## src/rtl/alu_pkg.sv

```systemverilog
// Shared definitions for the ALU and its two-requester arbiter:
// opcode encodings, the highest legal opcode and the arbiter FSM states.
package alu_pkg;

  localparam logic [3:0] OP_ADD = 4'b0000;
  localparam logic [3:0] OP_SUB = 4'b0001;
  localparam logic [3:0] OP_MUL = 4'b0010;
  localparam logic [3:0] OP_DIV = 4'b0011;
  localparam logic [3:0] OP_MOD = 4'b0100;
  localparam logic [3:0] OP_AND = 4'b0101;
  localparam logic [3:0] OP_OR  = 4'b0110;
  localparam logic [3:0] OP_XOR = 4'b0111;
  localparam logic [3:0] OP_SHL = 4'b1000;
  localparam logic [3:0] OP_SHR = 4'b1001;

  localparam logic [3:0] OP_LAST = OP_SHR;

  typedef enum logic [1:0] {
    IDLE = 2'd0,
    EXEC = 2'd1,
    RESP = 2'd2
  } state_t;

endpackage

```

## src/rtl/alu_arbiter_alu.sv

```systemverilog
// Combinational ALU. Flags f = {div_by_zero, overflow, negative, carry, zero};
// shifts move by one position and put the bit shifted out into carry.
module ALU
  import alu_pkg::*;
#(
  parameter int WIDTH = 4,
  parameter int FW    = 5
) (
  input  logic [WIDTH-1:0] a,
  input  logic [WIDTH-1:0] b,
  input  logic [3:0]       op,
  output logic [WIDTH-1:0] y,
  output logic [FW-1:0]    f
);

  logic [WIDTH:0]     sum;
  logic [2*WIDTH-1:0] prod;
  logic               c;
  logic               v;
  logic               dz;

  always_comb begin
    y    = '0;
    c    = 1'b0;
    v    = 1'b0;
    dz   = 1'b0;
    sum  = '0;
    prod = {{WIDTH{1'b0}}, a} * {{WIDTH{1'b0}}, b};
    case (op)
      OP_ADD: begin
        sum = {1'b0, a} + {1'b0, b};
        y   = sum[WIDTH-1:0];
        c   = sum[WIDTH];
        v   = (a[WIDTH-1] == b[WIDTH-1]) && (y[WIDTH-1] != a[WIDTH-1]);
      end
      OP_SUB: begin
        sum = {1'b0, a} - {1'b0, b};
        y   = sum[WIDTH-1:0];
        c   = sum[WIDTH];
        v   = (a[WIDTH-1] != b[WIDTH-1]) && (y[WIDTH-1] != a[WIDTH-1]);
      end
      OP_MUL: begin
        y = prod[WIDTH-1:0];
        c = |prod[2*WIDTH-1:WIDTH];
      end
      OP_DIV: begin
        if (b == '0) dz = 1'b1;
        else         y  = a / b;
      end
      OP_MOD: begin
        if (b == '0) dz = 1'b1;
        else         y  = a % b;
      end
      OP_AND: y = a & b;
      OP_OR:  y = a | b;
      OP_XOR: y = a ^ b;
      OP_SHL: begin
        y = {a[WIDTH-2:0], 1'b0};
        c = a[WIDTH-1];
      end
      OP_SHR: begin
        y = {1'b0, a[WIDTH-1:1]};
        c = a[0];
      end
      default: ;
    endcase
    f = FW'({dz, v, y[WIDTH-1], c, (y == '0)});
  end

endmodule

```

## src/rtl/alu_arbiter.sv

```systemverilog
// Round-robin sharing of one ALU between two valid/ready requesters; each
// accepted command yields exactly one tagged, registered response.
module alu_arbiter #(
  parameter int         WIDTH   = 4,
  parameter int         FW      = 5,
  parameter logic [3:0] OP_LAST = alu_pkg::OP_LAST
) (
  input  logic             clk,
  input  logic             rst,
  input  logic             req0_valid,
  output logic             req0_ready,
  input  logic [WIDTH-1:0] req0_a,
  input  logic [WIDTH-1:0] req0_b,
  input  logic [3:0]       req0_op,
  input  logic             req1_valid,
  output logic             req1_ready,
  input  logic [WIDTH-1:0] req1_a,
  input  logic [WIDTH-1:0] req1_b,
  input  logic [3:0]       req1_op,
  output logic             rsp_valid,
  input  logic             rsp_ready,
  output logic             rsp_id,
  output logic [WIDTH-1:0] rsp_y,
  output logic [FW-1:0]    rsp_f,
  output logic             rsp_err,
  output logic             busy
);

  import alu_pkg::*;

  state_t           state;
  state_t           state_nxt;
  logic             last_grant;
  logic             gnt_vld;
  logic             gnt_id;
  logic [WIDTH-1:0] a_p0;
  logic [WIDTH-1:0] b_p0;
  logic [3:0]       op_p0;
  logic             id_p0;
  logic [WIDTH-1:0] alu_y;
  logic [FW-1:0]    alu_f;

  // Ties go to the requester that did not win last time.
  always_comb begin
    gnt_vld = (state == IDLE) && !rst && (req0_valid || req1_valid);
    gnt_id  = (req0_valid && req1_valid) ? ~last_grant : req1_valid;
  end

  always_ff @(posedge clk) begin
    if (rst) state <= IDLE;
    else     state <= state_nxt;
  end

  always_comb begin
    state_nxt = state;
    case (state)
      IDLE:    if (gnt_vld)   state_nxt = EXEC;
      EXEC:                   state_nxt = RESP;
      RESP:    if (rsp_ready) state_nxt = IDLE;
      default:                state_nxt = IDLE;
    endcase
  end

  always_comb begin
    req0_ready = gnt_vld && !gnt_id;
    req1_ready = gnt_vld && gnt_id;
    rsp_valid  = (state == RESP);
    busy       = (state != IDLE);
  end

  // Stage p0: operands captured on the grant edge, they feed the ALU in EXEC.
  always_ff @(posedge clk) begin
    if (gnt_vld) begin
      a_p0  <= gnt_id ? req1_a  : req0_a;
      b_p0  <= gnt_id ? req1_b  : req0_b;
      op_p0 <= gnt_id ? req1_op : req0_op;
      id_p0 <= gnt_id;
    end
  end

  ALU #(
    .WIDTH(WIDTH),
    .FW   (FW)
  ) u_alu (
    .a (a_p0),
    .b (b_p0),
    .op(op_p0),
    .y (alu_y),
    .f (alu_f)
  );

  // Stage p1: result registers, loaded at the end of EXEC and held through RESP.
  always_ff @(posedge clk) begin
    if (rst) begin
      last_grant <= 1'b1;
      rsp_id     <= 1'b0;
      rsp_y      <= '0;
      rsp_f      <= '0;
      rsp_err    <= 1'b0;
    end else begin
      if (gnt_vld) last_grant <= gnt_id;
      if (state == EXEC) begin
        rsp_id <= id_p0;
        if (op_p0 > OP_LAST) begin
          rsp_y   <= '0;
          rsp_f   <= '0;
          rsp_err <= 1'b1;
        end else begin
          rsp_y   <= alu_y;
          rsp_f   <= alu_f;
          rsp_err <= 1'b0;
        end
      end
    end
  end

endmodule

```

## config.mk

```make
export PLATFORM = sky130hd
export DESIGN_NAME = alu_arbiter
export DESIGN_NICKNAME = d
export VERILOG_FILES = /design/src/rtl/alu_pkg.sv /design/src/rtl/alu_arbiter_alu.sv /design/src/rtl/alu_arbiter.sv
export SDC_FILE = /design/constraint.sdc
export NUM_CORES = 1
export LEC_CHECK = 0
export CAP_MARGIN = 20
export CORE_MARGIN = 2
export CORE_UTILIZATION = 52
export DETAILED_ROUTE_END_ITERATION = 6
export PLACE_DENSITY_LB_ADDON = 0.15
export SLEW_MARGIN = 20
export SYNTH_ARGS = -nofsm -noshare
export SYNTH_HDL_FRONTEND = slang
export SYNTH_SLANG_ARGS = --single-unit
```

## constraint.sdc

```tcl
create_clock -name clk -period 6.3 [get_ports clk]
set_input_delay 1.26 -clock clk [delete_from_list [all_inputs] [get_ports clk]]
set_output_delay 1.26 -clock clk [all_outputs]
set_load 0.05 [all_outputs]
```

==> impl_metrics.ini <==
[min_path]
min_path_type = reg -> reg

[setup_path]
cp_data_arrival_time_ps = 5000
end_kind = flip-flop
crit_chain = inv_1 -> ha_1 -> and2_1 -> nor2_1 -> ha_1 -> o21a_1 -> o21a_1 -> o31ai_1 -> ha_1 -> o21bai_1 -> a21oi_1 -> and2_1 -> or2_2 -> ha_1 -> nand2_1 -> a21oi_4 -> o2111a_1 -> a2111oi_4 -> nand4b_1 -> o31ai_2
cp-start-kind = flip-flop
r2r-end = rsp_f[0]
reg2reg_from = b_p0[0]
r2r_slack_ps = 1510
rr_worst_depth = 20
cp_max_fo = 9
crit_top_cell = ha_1
critPathLaunch = b_p0[0]
path_class = reg -> reg
crit_slowest_cell = edfxtp_1
cp_data_required_time_ps = 6500
crit_end = rsp_f[0]
max_stage_delay_ps = 540

[logic_synthesis]
synth-async-reset-ratio = 0
synthDistinctLibCells = 70
synth_top_area_share = 0.1655
ys.flop_type = edfxtp_1
seq_area_frac_synth = 0.2327
yosys.area.top_type = ha_1
syn_area_per_cell_sq_um = 9.050
ys_ff_latch = 26
syn_inst = 309
syn-num-nets = 382
syn_area_sq_mm = 0.002796
yosys_warnings = 0
ys_top_cells_by_area = ha_1 17%, edfxtp_1 14%, dfxtp_1 9.3%
synth_edf_count = 13

[power_and_ir_drop]
power_mw = 0.6348
total_leakage_power_nw = 1.399
vdd_drop_max_mv = 0.1368
power.density_mw_per_mm2 = 191.0

[cells_and_area]
fin_nets = 419
layout-drive-gt1-share = 0.09275
syn_to_final_growth_pct = 18.84
fin_cells = 415
post-route-util = 0.6465
diodes = 0

[die]
fp-row-count = 26
die_h_um = 77.34
core_sq_mm = 0.005140
ios = 44
die_w_um = 77.34
initial_core_util = 0.5441
die_area_sq_mm = 0.005981

[route]
firstDrtPassIters = 4
vias = 2464
wl_mm = 6.595
wl_per_cell_um = 15.89
ant_nets = 0
drc = 0
viasPerCell = 5.937
drtIter0Drc = 235

[timing]
grt_setup_unrepaired = no
max_freq_ghz = 0.2086
finalSetupViolations = 0
maxSlewHeadroom = 0.5658
period_minus_slack_ps = 4794
fin_setup_tns_ps = 0
final.period_utilization = 0.7610
whs_ps = 458.8
tightest_slew_ps = 650.0
finalMaxSlewViolations = 0
hold_viol = 0
fin_skew_ps = 4.954

[cts]
clk_latency_ps = 280
tritoncts = built
clockBufferDepth = 2
cts_resized = 0
clkTransAtPathRegs_ps = 90
hold_buffers = 0
cts_sinks = 26
root_buffer = clkbuf_8
numCtsBuffers = 3
postCtsSetupBuffers = 0
cts_max_level = 1

[place]
dp_hpwl_mm = 5.281
routabilityCongestion = 0.9231
dpl.cell_count = 411
io_buffer_count = 43

[grt]
grt_antenna_before_repair = 0
grt_max_degree = 22
grt_pass1_wl_mm = 11.41
overflow = 0
grt_usage = 0.2361
first_global_vias = 2437

[flow_run]
cap_violations = 0

[outcome]
status = complete, no violations
-- area by class of cell --
type / count / area (sq um)
multi-input combinational: 247 / 1991
fill: 471 / 1817
sequential: 26 / 650.6
timing repair buffer: 44 / 437.9
inverter: 24 / 90.09
tap: 70 / 87.58
clock buffer: 4 / 66.31
-- stage by stage --
| stage | worst slack [ps] | instance area [sq um] |
|---|---|---|
| after floorplan | 1924 | 2796 |
| after global placement | 1700 | 3257 |
| after detailed placement | 1512 | 3257 |
| after CTS | 1498 | 3323 |
| after global routing | 1092 | 3323 |
| final | 1506 | 3323 |
-- registers in the layout (all words and copies together) (netlist names) --
name / count
last_grant: 1
state: 2
b_p0: 4
id_p0: 1
a_p0: 4
op_p0: 4
rsp_f: 5
rsp_id: 1
rsp_err: 1
rsp_y: 3
-- how the worst min path moves through the flow --
stage | startpoint | endpoint | slack, ps | cells after the start
6_report | rsp_err | rsp_err | 460 | 2
5_1_grt | rsp_err | rsp_err | 490 | 2
2_1_floorplan | last_grant | last_grant | 440 | 1
3_3_place_gp | rsp_id | rsp_id | 450 | 2
3_5_place_dp | rsp_err | rsp_err | 450 | 2
4_1_cts | rsp_err | rsp_err | 460 | 2
-- cell families (layout without fill, tap and decap cells) --
| kind of cell | after synthesis | after routing | synth area share |
|---|---|---|---|
| buf+inv | 36 | 72 | 0.05548 |
| simple gates | 100 | 100 | 0.1973 |
| mux | 15 | 15 | 0.06085 |
| fa+ha+maj | 44 | 44 | 0.2157 |
| compound gates | 79 | 79 | 0.2099 |
| flops | 26 | 26 | 0.2327 |
| xor+xnor | 9 | 9 | 0.02819 |
-- cell usage in the layout (no fill, tap or decap), types with 12 or more instances in the layout --
cell             instances
mux2_2                  12
nor2_1                  27
inv_1                   23
nand2_1                 12
dfxtp_1                 13
o21ai_0                 12
a21oi_1                 16
clkdlybuf4s50_1         43
edfxtp_1                13
ha_1                    37
-- critical path, delay by kind of cell, from the launching register on --
kind	cells	cell delay [ps]
adders and majority gates	4	1270
and+or+nand+nor	6	950
AOI/OAI and AO/OA	9	1800
DFF	1	540
buffers and inverters	1	160
-- synth_stat cells, types with 7 or more instances --
library cell,n
inv_1,23
nor3_1,9
mux2_2,12
dfxtp_1,13
edfxtp_1,13
ha_1,37
fa_1,7
nor2_1,27
a21oi_1,16
xnor2_1,7
nand2_1,12
nand2b_1,9
o21ai_0,12
-- report_power, final --
group	switching, mW	internal (mW)	leakage (nW)
clock network	0.0543	0.0692	0.0339
logic	0.164	0.132	1.14
registers	0.0217	0.194	0.229
total	0.240	0.395	1.40
-- metal layers --
layer / routed length, um / global-route usage
met5: 0 / 0
met4: 146 / 0.07500
met3: 441 / 0.03256
met2: 3112 / 0.3965
met1: 2895 / 0.3147
Power figures use the tool's default switching activity.
